File: config.mk
export PLATFORM = sky130hd
export DESIGN_NAME = window_cache_filler
export DESIGN_NICKNAME = d
export VERILOG_FILES = /design/src/rtl/window_cache_filler.sv
export SDC_FILE = /design/constraint.sdc
export NUM_CORES = 1
export LEC_CHECK = 0
export CAP_MARGIN = 20
export CORE_UTILIZATION = 25
export DETAILED_ROUTE_END_ITERATION = 12
export GPL_ROUTABILITY_DRIVEN = 0
export GPL_TIMING_DRIVEN = 0
export PLACE_DENSITY = 0.5
export RECOVER_POWER = 25
export SYNTH_ARGS = -nofsm -noshare
export SYNTH_HDL_FRONTEND = slang
export SYNTH_SLANG_ARGS = --single-unit
export TNS_END_PERCENT = 100
File: constraint.sdc
create_clock -name clk -period 5.99 [get_ports clk]
set_input_delay 1.198 -clock clk [delete_from_list [all_inputs] [get_ports clk]]
set_output_delay 1.198 -clock clk [all_outputs]
set_load 0.01 [all_outputs]
File: src/rtl/window_cache_filler.sv
// window_cache_filler: packs a row-major WINDOW_SIZE x WINDOW_SIZE stream of
// integral-image words into WORDS-wide blocks and writes each block to the
// window cache RAM at row*BLOCKS + col/WORDS.
// Optional feature macro: WINDOW_CACHE_FILLER_CHECKSUM_EN (running word sum).
module window_cache_filler #(
  parameter int WORD_SIZE   = 32,
  parameter int WORDS       = 4,
  parameter int WINDOW_SIZE = 20,
  parameter int BLOCKS      = 5,
  parameter int ADDR_WIDTH  = 7,
  parameter int INDEX_WIDTH = 5
) (
  input  logic                         clk,
  input  logic                         reset_n,
  input  logic                         start,
  output logic                         busy,
  output logic                         done,
  input  logic                         in_valid,
  output logic                         in_ready,
  input  logic [WORD_SIZE-1:0]         in_data,
  output logic                         wr_en,
  output logic [ADDR_WIDTH-1:0]        wr_addr,
  output logic [WORDS*WORD_SIZE-1:0]   wr_data,
  output logic [31:0]                  checksum
);

  typedef enum logic [1:0] {
    IDLE = 2'd0,
    FILL = 2'd1,
    DONE = 2'd2
  } state_t;

  localparam logic [INDEX_WIDTH-1:0] LAST_IDX  = INDEX_WIDTH'(WINDOW_SIZE - 1);
  localparam logic [INDEX_WIDTH-1:0] LAST_LANE = INDEX_WIDTH'(WORDS - 1);

  state_t                       state_q, state_d;
  logic [INDEX_WIDTH-1:0]       row_q, row_d;
  logic [INDEX_WIDTH-1:0]       col_q, col_d;
  logic [INDEX_WIDTH-1:0]       lane_q, lane_d;
  logic [INDEX_WIDTH-1:0]       blk_q, blk_d;
  logic [WORDS*WORD_SIZE-1:0]   buf_q, buf_d;
  logic [WORDS*WORD_SIZE-1:0]   merged;
  logic                         wr_en_q, wr_en_d;
  logic [ADDR_WIDTH-1:0]        wr_addr_q, wr_addr_d;
  logic [WORDS*WORD_SIZE-1:0]   wr_data_q, wr_data_d;
  logic                         accept;
  logic                         last_col;
  logic                         block_end;

  assign accept    = in_valid && (state_q == FILL);
  assign last_col  = (col_q == LAST_IDX);
  assign block_end = (lane_q == LAST_LANE) || last_col;

  assign busy     = (state_q != IDLE);
  assign done     = (state_q == DONE);
  assign in_ready = (state_q == FILL);
  assign wr_en    = wr_en_q;
  assign wr_addr  = wr_addr_q;
  assign wr_data  = wr_data_q;

  // Lane buffer with the incoming word dropped into its lane; unfilled lanes stay 0.
  always_comb begin
    merged = buf_q;
    for (int unsigned i = 0; i < WORDS; i++) begin
      if (lane_q == INDEX_WIDTH'(i)) begin
        merged[i*WORD_SIZE +: WORD_SIZE] = in_data;
      end
    end
  end

  // Next-state: FSM, raster counters, block packing and write strobe.
  always_comb begin
    state_d   = state_q;
    row_d     = row_q;
    col_d     = col_q;
    lane_d    = lane_q;
    blk_d     = blk_q;
    buf_d     = buf_q;
    wr_en_d   = 1'b0;
    wr_addr_d = wr_addr_q;
    wr_data_d = wr_data_q;
    case (state_q)
      IDLE: begin
        if (start) begin
          state_d = FILL;
          row_d   = '0;
          col_d   = '0;
          lane_d  = '0;
          blk_d   = '0;
          buf_d   = '0;
        end
      end
      FILL: begin
        if (accept) begin
          if (block_end) begin
            wr_en_d   = 1'b1;
            wr_addr_d = ADDR_WIDTH'(int'(row_q) * BLOCKS + int'(blk_q));
            wr_data_d = merged;
            buf_d     = '0;
          end else begin
            buf_d = merged;
          end
          if (last_col) begin
            col_d  = '0;
            row_d  = row_q + 1'b1;
            lane_d = '0;
            blk_d  = '0;
            if (row_q == LAST_IDX) begin
              state_d = DONE;
            end
          end else begin
            col_d = col_q + 1'b1;
            if (lane_q == LAST_LANE) begin
              lane_d = '0;
              blk_d  = blk_q + 1'b1;
            end else begin
              lane_d = lane_q + 1'b1;
            end
          end
        end
      end
      DONE: begin
        state_d = IDLE;
      end
      default: begin
        state_d = IDLE;
      end
    endcase
  end

  // State and datapath registers with synchronous active-low reset.
  always_ff @(posedge clk) begin
    if (!reset_n) begin
      state_q   <= IDLE;
      row_q     <= '0;
      col_q     <= '0;
      lane_q    <= '0;
      blk_q     <= '0;
      buf_q     <= '0;
      wr_en_q   <= 1'b0;
      wr_addr_q <= '0;
      wr_data_q <= '0;
    end else begin
      state_q   <= state_d;
      row_q     <= row_d;
      col_q     <= col_d;
      lane_q    <= lane_d;
      blk_q     <= blk_d;
      buf_q     <= buf_d;
      wr_en_q   <= wr_en_d;
      wr_addr_q <= wr_addr_d;
      wr_data_q <= wr_data_d;
    end
  end

`ifdef WINDOW_CACHE_FILLER_CHECKSUM_EN
  logic [31:0] sum_q, sum_d;

  // Running sum of accepted words, cleared when a fill is accepted.
  always_comb begin
    sum_d = sum_q;
    if ((state_q == IDLE) && start) begin
      sum_d = '0;
    end else if (accept) begin
      sum_d = sum_q + 32'(in_data);
    end
  end

  // Checksum register.
  always_ff @(posedge clk) begin
    if (!reset_n) begin
      sum_q <= '0;
    end else begin
      sum_q <= sum_d;
    end
  end

  assign checksum = sum_q;
`else
  assign checksum = '0;
`endif

endmodule
Yosys cells after proc, flatten, opt, wreduce, memory -nomap -nowiden
Cells that the tools add are included.
- register bits: 286
- input bits: 36
- output and inout port bits: 171
- logic and storage cells: 68
- add/subtract/negate cells: 5
- multipliers: 1
- equality and inequality tests: 12
- multiplexer cells: 29
- reductions and logical operators: 12
- operators with widths (kind ; count):
    two-way mux 128 bit ; 3
    one-hot mux 128 bit (2 select lines) ; 1
    two-way mux 32 bit ; 4
    two-way mux 5 bit ; 11
    one-hot mux 5 bit (2 select lines) ; 4
    adder 5 x 1 -> 5 bit, second input constant ; 4
    AND reduction 4 bit ; 3
    equality test 5 x 2 -> 1 bit, second input constant ; 2
    equality test 5 bit, second input constant ; 2
    AND reduction 3 bit ; 3
    two-way mux 2 bit ; 4
    adder 7 x 5 -> 7 bit ; 1
    multiplier 5 x 3 -> 7 bit, second input constant ; 1
    != test 2 x 1 -> 1 bit, second input constant ; 3
    equality test 5 x 1 -> 1 bit, second input constant ; 1
    zero test 5 bit ; 1
    one-hot mux 2 bit (2 select lines) ; 1
    nonzero test 2 bit ; 2
    != test 3 x 1 -> 1 bit, second input constant ; 1
    equality test 2 x 1 -> 1 bit, second input constant ; 1
    equality test 2 bit, second input constant ; 1
    zero test 2 bit ; 1
    != test 2 bit, second input constant ; 1
    logical AND 1 bit ; 1
    other kinds (2) ; 2

Depth between registers and ports, before layout
Gate-level depths: netlist of run 1.
- depth in word-level cells: 5
- depth in mapped cells: 8

Least setup slack after synthesis of run 1
Ideal clock, no wire load.
- path type: input to register
- start: in in_valid
- end: reg buf_q[64]
- setup time: 0.125 ns
- arrival time: 2.396 ns
- required time: 5.865 ns
- setup slack: 3.469 ns
- stages on the path: 6
- buffers on the path: 2
- path through: mux2i_2 -> a211oi_1 -> buf_2 -> nand2_1 -> clkbuf_1 -> o2bb2ai_1
- cells in the longest elaborated chain, start to end: 3
- ends and longest elaborated chain (element ; RTL line ; source):
    start: declaration ; 18 ; input logic in_valid,
    logical AND 1 bit ; 50 ; assign accept = in_valid && (state_q == FILL);
    != test 2 x 1 -> 1 bit (no source line) ; - ;
    AND reduction 3 bit (no source line) ; - ;
    end signal: assignment ; 149 ; buf_q <= buf_d;
    end: declaration ; 41 ; logic [WORDS*WORD_SIZE-1:0] buf_q, buf_d;
Every way passes these cells.
A chain may end at the register's enable or synchronous reset.

Worst setup path after layout of run 1
- start: in in_valid
- end: reg buf_q[91]
The elaborated chain is that of the path after synthesis.

==> results of run 1 <==
## sequential cells by signal (all words and copies together) (netlist names)
name     cells
lane_q       5
buf_q      128
row_q        5
state_q      2
wr_data    128
wr_addr      7
blk_q        5
col_q        5
wr_en        1
## routing by layer
metal  up-vias  routed length, um  track usage, %
met3        47               1840            2.76
met1      4483              18600            22.6
met5         -                  0               0
met2       212              18100            26.7
met4         0                807            4.15
li1       4622                  -               -
## synth_stat cells (all sizes together) (2+ instances only)
cell     instances
nor3             6
nor4b            4
inv             15
nand2          116
nand3           11
a311oi          37
a211o            2
nand2b           2
clkbuf          50
a211oi         102
buf             78
mux2i           97
o21ai            5
xnor2            5
o31ai            4
o2bb2ai         96
nor2           142
o211ai           2
fa               3
nand4            5
and2            34
a2111oi          2
nor3b            2
a21oi           12
or3              2
nand3b           2
a41oi            3
o21a             3
a21o             2
ha              19
dfxtp          286
## through the flow
step | instances | setup slack (ns) | util, % | power [mW] | cell area [sq um]
after floorplan | 1198 | 3.47 | - | 2.15 | 11700
after global placement | 1971 | 2.04 | 31.2 | 2.27 | 14200
after detailed placement | 1971 | 1.96 | 31.2 | 2.28 | 14200
after CTS | 2029 | 2.49 | 33.6 | 4.30 | 15300
after global routing | 2029 | 2.20 | 33.5 | 4.39 | 15200
final | 2029 | 2.34 | 33.5 | 4.24 | 15200
## power by group
group / switching (mW) / internal, mW
Combinational: 0.195 / 0.104
Clock: 0.807 / 1.21
Sequential: 0.0102 / 1.92
## cells by family after synthesis
kind of cell | after synthesis | share of synthesized area, %
adder cells (fa/ha/maj) | 22 | 2.56
flip-flops | 286 | 49.3
other | 1 | 0.0323
buffers and inverters | 143 | 6.40
AND/OR/NAND/NOR | 333 | 13.3
AO/OA/AOI/OAI | 280 | 19.6
XOR/XNOR | 5 | 0.377
multiplexers | 97 | 8.39
## layout make-up
class	count	area [sq um]
Clock inverter	4	26.3
Buffer	128	672
Timing Repair Buffer	173	1730
Fill cell	4722	30300
Multi-Input combinational cell	769	5230
Sequential cell	286	5730
Tap cell	600	751
Clock buffer	54	1060
Inverter	15	56.3
## worst reg2reg max path: stages, from the launching register on
cell and delay (ns):
dfxtp_1 0.43, ha_1 0.28, nor4b_2 0.43, o211a_2 0.26, clkbuf_1 0.69, clkbuf_1 0.61, a211oi_1 0.18
## final timing paths
check	startpoint	to	slack [ns]	cells after the start
worst max register to register	lane_q[1]	wr_data[52]	2.95	6
worst min register to register	wr_addr[0]	wr_addr[0]	0.45	2
worst max-delay path	in_valid	buf_q[91]	2.34	7
worst min-delay path	wr_addr[0]	wr_addr[0]	0.45	2
==> impl_results.md, run 1 <==
- Number of enable flip-flop cells after synthesis: 0
- Worst-path cell chain: dlygate4sd3_1, mux2i_1, a211oi_1, buf_2, nand2_1, clkbuf_1, o2bb2ai_1
- Port Buffers: between 150 and 200
- Final number of setup-violating endpoints: 0
- Sink Count: between 200 and 300
- Via Count: around 9400
- Most common cell after layout, fill and taps aside: dfxtp_1
- Cells after Synth: approximately 1200
- Register area share after synthesis: 49.3%
- Final min period: approximately 3.6 ns
- Worst Path Max Fanout: 10
- Max-slew violation count: 0
- Share of layout cells above drive strength 1: a little under an eighth
- Hold Crit Class: reg2reg
- Outcome: finished clean
- Via density: about 4.6
- Initial antenna violation count: 0
- TritonCTS buffer count: 34
- RSZ-0062 raised after global routing: false
- Yosys cell types: 61
- Critical path class: in2reg
- Htree depth: 2
- Starting density of the core: between 20% and 30%
- Setup TNS: 0 ns
- CP Launch Type: primary input
- Required @ worst endpoint: roughly 6.4 ns
- DRC viols: 0
- Die width: 218 um
- IO Pins: between 200 and 250
- Crit-path slowest cell: mux2i_1
- Synth top area share: between 40 and 50%
- Primary FF master, synth: dfxtp_1
- Leakage: between 5 and 6 nW
- Crit path buffers/inverters: 3
- Hold slack: approximately 0.45 ns
- Final ANT Viol Nets: 0
- Hold_buf cts: 0
- Longest Clk Path Bufs: 3
- Slowest cell delay on critical path: 0.63 ns
- DIE AREA: around 47000 sq um
- Most frequent cells in the layout: dfxtp_1, nor2_1, nand2_1
- Peak supply drop: roughly 0.00014 V
- GRT overflow: 0
- Core Area: between 40000 and 50000 sq um
- Top cells by area, synth: dfxtp_1, mux2i_1, o2bb2ai_1
- Drt wl/cell: 19.4 um
- Drt first pass iters: 5
- Post-CTS setup buffer count: 0
- Synth warn: 0
- Maximum clock frequency: 0.274 GHz
- Clock Latency Late Sink: between 0.5 and 0.6 ns
- Global-route wire length before repair: between 50 and 60 mm
- Synthesized flop and latch total: approximately 290
- Detailed-placement wirelength estimate: around 28 mm
- Post-CTS sizing: 0
- CTS Root Buffer Type: clkbuf_16
- Slew HR: approximately 27%
- Routed WL: between 30 and 40 mm
- Power Dens Cells: approximately 280 nW/um^2
- Maxcap violations: 0
- Max Clock Skew: 0.0155 ns
- Fin nets: 1465
- Ant. Diodes: 0
- Fin. Hold Viols: 0
- Total GRT Usage: 16.5%
- Syn avg cell area: around 10 sq um
- Largest net degree at the start of global routing: 13
- Cell Area, Synth: approximately 12000 sq um
- Worst-Margin Slew: roughly 1.1 ns
- Period utilisation layout: 60.9%
- Vias in the first global route: about 9400
- Clock slew at reported path FFs: ~0.050 ns
- DIE HEIGHT: approximately 220 um
- # rows: 78
- Area leader, netlist: dfxtp_1
- Area delta synth->final: 31.3%
- Async SR Flop Fraction: 0%
- CP endpoint kind: register
- TritonCTS clock tree: built
- Largest delay share family, worst path: buffers and inverters
- DRT iter0 DRCs: between 400 and 500
- Arr. time, crit path: ~4 ns
No activity file was read; power rests on OpenSTA's default activity.
==> run 2, diff against run 1 <==
==> constraint.sdc (replaced) <==
create_clock -name clk -period 3.8 [get_ports clk]
set_input_delay 0.76 -clock clk [delete_from_list [all_inputs] [get_ports clk]]
set_output_delay 0.76 -clock clk [all_outputs]
set_load 0.01 [all_outputs]
==> run 2 against run 1 <==
Against the previous run: via count decreased by 0.14%; critical path depth unchanged; clock skew increased by 0.0013 ns; design area increased by 0.16%; sequential share of layout area decreased by 0.059 points; clock power increased by 57%; count of clock-buffer cells in the layout unchanged; total power increased by 58%; hold slack about the same; critical path type is now reg2reg.
==> impl_results.md, run 2 (synthesized netlist as in run 1, its figures left out) <==
- Via Count: 9351 (-0.14%)
- CTS Root Buffer Type: clkbuf_16
- Fin nets: 1465 (unchanged)
- Met2 global-route usage: 26.7% (unchanged)
- Ant. Diodes: 0 (unchanged)
- Total GRT Usage: 16.5% (unchanged)
- Required @ worst endpoint: 4.23 ns (-2.13 ns)
- DRC viols: 0 (unchanged)
- Maximum clock frequency: ~0.31 GHz
- Core Area: 45600 sq um (unchanged)
- Htree depth: 2 (unchanged)
- Largest net degree at the start of global routing: 13 (unchanged)
- DIE AREA: 47300 sq um (unchanged)
- Setup TNS: 0 ns (unchanged)
- Routed WL: 39.4 mm (about the same)
- TritonCTS buffer count: 34 (unchanged)
- CP endpoint kind: register
- Port Buffers: 173 (unchanged)
- Power Dens Cells: 439 nW/um^2 (+58%)
- Via density: 4.61 (-0.14%)
- Vias in the first global route: 9356 (unchanged)
- Drt wl/cell: 19.4 um (about the same)
- Max-slew violation count: 0 (unchanged)
- Period utilisation layout: 85.1%
- Share of layout cells above drive strength 1: 11.5% (+0.14 points)
- Post-CTS setup buffer count: 0 (unchanged)
- Clock Latency Late Sink: 0.51 ns (about the same)
- Max Clock Skew: 0.0168 ns (+0.00130 ns)
- Drt first pass iters: 4 (-1)
- Hold_buf cts: 0 (unchanged)
- Met3 GRT Util: 2.76% (unchanged)
- Footprint of the multi-input gates: 5240 sq um (+0.31%)
- Worst-path cell chain: ha_1, or4b_4, clkbuf_1, nand2_1, o31ai_2, clkbuf_1, o2bb2ai_1
- Clock slew at reported path FFs: 0.06 ns (about the same)
- Busiest grt layer: met2
- RSZ-0062 raised after global routing: false
- Post-CTS sizing: 0 (unchanged)
- Initial antenna violation count: 0 (unchanged)
- CP dominant cell by count: clkbuf_1
- DRT iter0 DRCs: 500 (+4.6%)
- Sequential cell area: 5730 sq um (unchanged)
- Sink Count: 286 (unchanged)
- Most common cell after layout, fill and taps aside: dfxtp_1
- TritonCTS clock tree: built
- Maxcap violations: 0 (unchanged)
- GRT overflow: 0 (unchanged)
- Worst Path Max Fanout: 10 (unchanged)
- Leakage: 5.65 nW (+0.95%)
- Most frequent cells in the layout: dfxtp_1, nor2_1, nand2_1
- Arr. time, crit path: 3.66 ns (-0.36 ns)
- Total Power: 6.70 mW (+58%)
- Slowest cell delay on critical path: 0.83 ns (+0.20 ns)
- IO Pins: 207 (unchanged)
- # fillers: 4720 (-0.042%)
- Final number of setup-violating endpoints: 0 (unchanged)
- Outcome: finished clean
- DIE HEIGHT: 218 um (unchanged)
- Slew HR: 27.1% (-0.034 points)
- Worst-Margin Slew: 1.09 ns (+0.000504 ns)
- Global-route wire length before repair: 59.1 mm (unchanged)
- Area delta synth->final: 31.5%
- Longest Clk Path Bufs: 3 (unchanged)
- Fin. Hold Viols: 0 (unchanged)
- Met1 usage: 22.6% (unchanged)
- Setup WS post-layout: 0.566 ns (-1.78 ns)
- Detailed-placement wirelength estimate: 28.5 mm (unchanged)
- Final ANT Viol Nets: 0 (unchanged)
- Die width: 218 um (unchanged)
- Starting density of the core: 25.5% (unchanged)
- Peak supply drop: 0.000224 V (+58%)
- Crit-path slowest cell: o31ai_2
- Critical path class: reg2reg
- Final min period: between 3 and 4 ns
- # rows: 78 (unchanged)
- DP Worst Slack: 0.212 ns (-1.75 ns)
- CP Launch Type: register
- Hold Crit Class: reg2reg
==> run 2: cell count changes in the layout (fill, tap and decap cells not counted), sizes merged <==
cell           delta
clkdlybuf4s50    -12
dlygate4sd3      +12
buf               +1
clkbuf            -1
==> run 2: layout make-up <==
class / count / share of cell area, %
plain buffers: 128 / 4.45
clock buffers: 54 / 6.94
clock inverters: 4 / 0.172
inverters: 15 / 0.369
multi-input cells: 769 / 34.3
flip-flops and latches: 286 / 37.5
well taps: 600 / 4.92
repair buffers: 173 / 11.3
==> run 2: worst paths after layout <==
kind              startpoint          to  slack (ns)  depth (start not counted)
setup / recovery   lane_q[0]   buf_q[85]        0.57                          7
hold / removal    wr_addr[0]  wr_addr[0]        0.45                          2
setup reg to reg   lane_q[0]   buf_q[85]        0.57                          7
hold reg to reg   wr_addr[0]  wr_addr[0]        0.45                          2
==> run 2: layer usage <==
layer  share of wire (%)  wire [um]  vias up
met3                 4.2       1640       47
met1                  48      18900     4481
met5                   0          0        -
met2                  46      18000      200
li1                    -          -     4623
met4                 2.1        815        0
==> run 2: worst max-delay path, delay by kind of cell (launching register included) <==
family | cells | cell delay [ns]
adder cells (fa/ha/maj) | 1 | 0.28
AND/OR/NAND/NOR | 2 | 0.44
AO/OA/AOI/OAI | 2 | 1.02
buffers and inverters | 2 | 1.03
flip-flops | 1 | 0.36
==> run 2: metrics by stage <==
stage / std cells / util (%) / area (sq um) / hold WS (ns)
5_1_grt: 2029 / 33.5 / 15300 / 0.475
4_1_cts: 2029 / 33.6 / 15300 / 0.458
2_1_floorplan: 1198 / - / 11700 / 0.430
3_3_place_gp: 1971 / 31.2 / 14200 / 0.443
6_report: 2029 / 33.5 / 15300 / 0.454
3_5_place_dp: 1971 / 31.2 / 14200 / 0.446
==> run 2: power by group <==
| group | leakage [nW] | switching [mW] | total (mW) | internal (mW) |
|---|---|---|---|---|
| combinational | 2.82 | 0.310 | 0.478 | 0.167 |
| clock | 0.530 | 1.27 | 3.18 | 1.91 |
| sequential | 2.31 | 0.0161 | 3.04 | 3.02 |
| total | 5.65 | 1.60 | 6.70 | 5.10 |
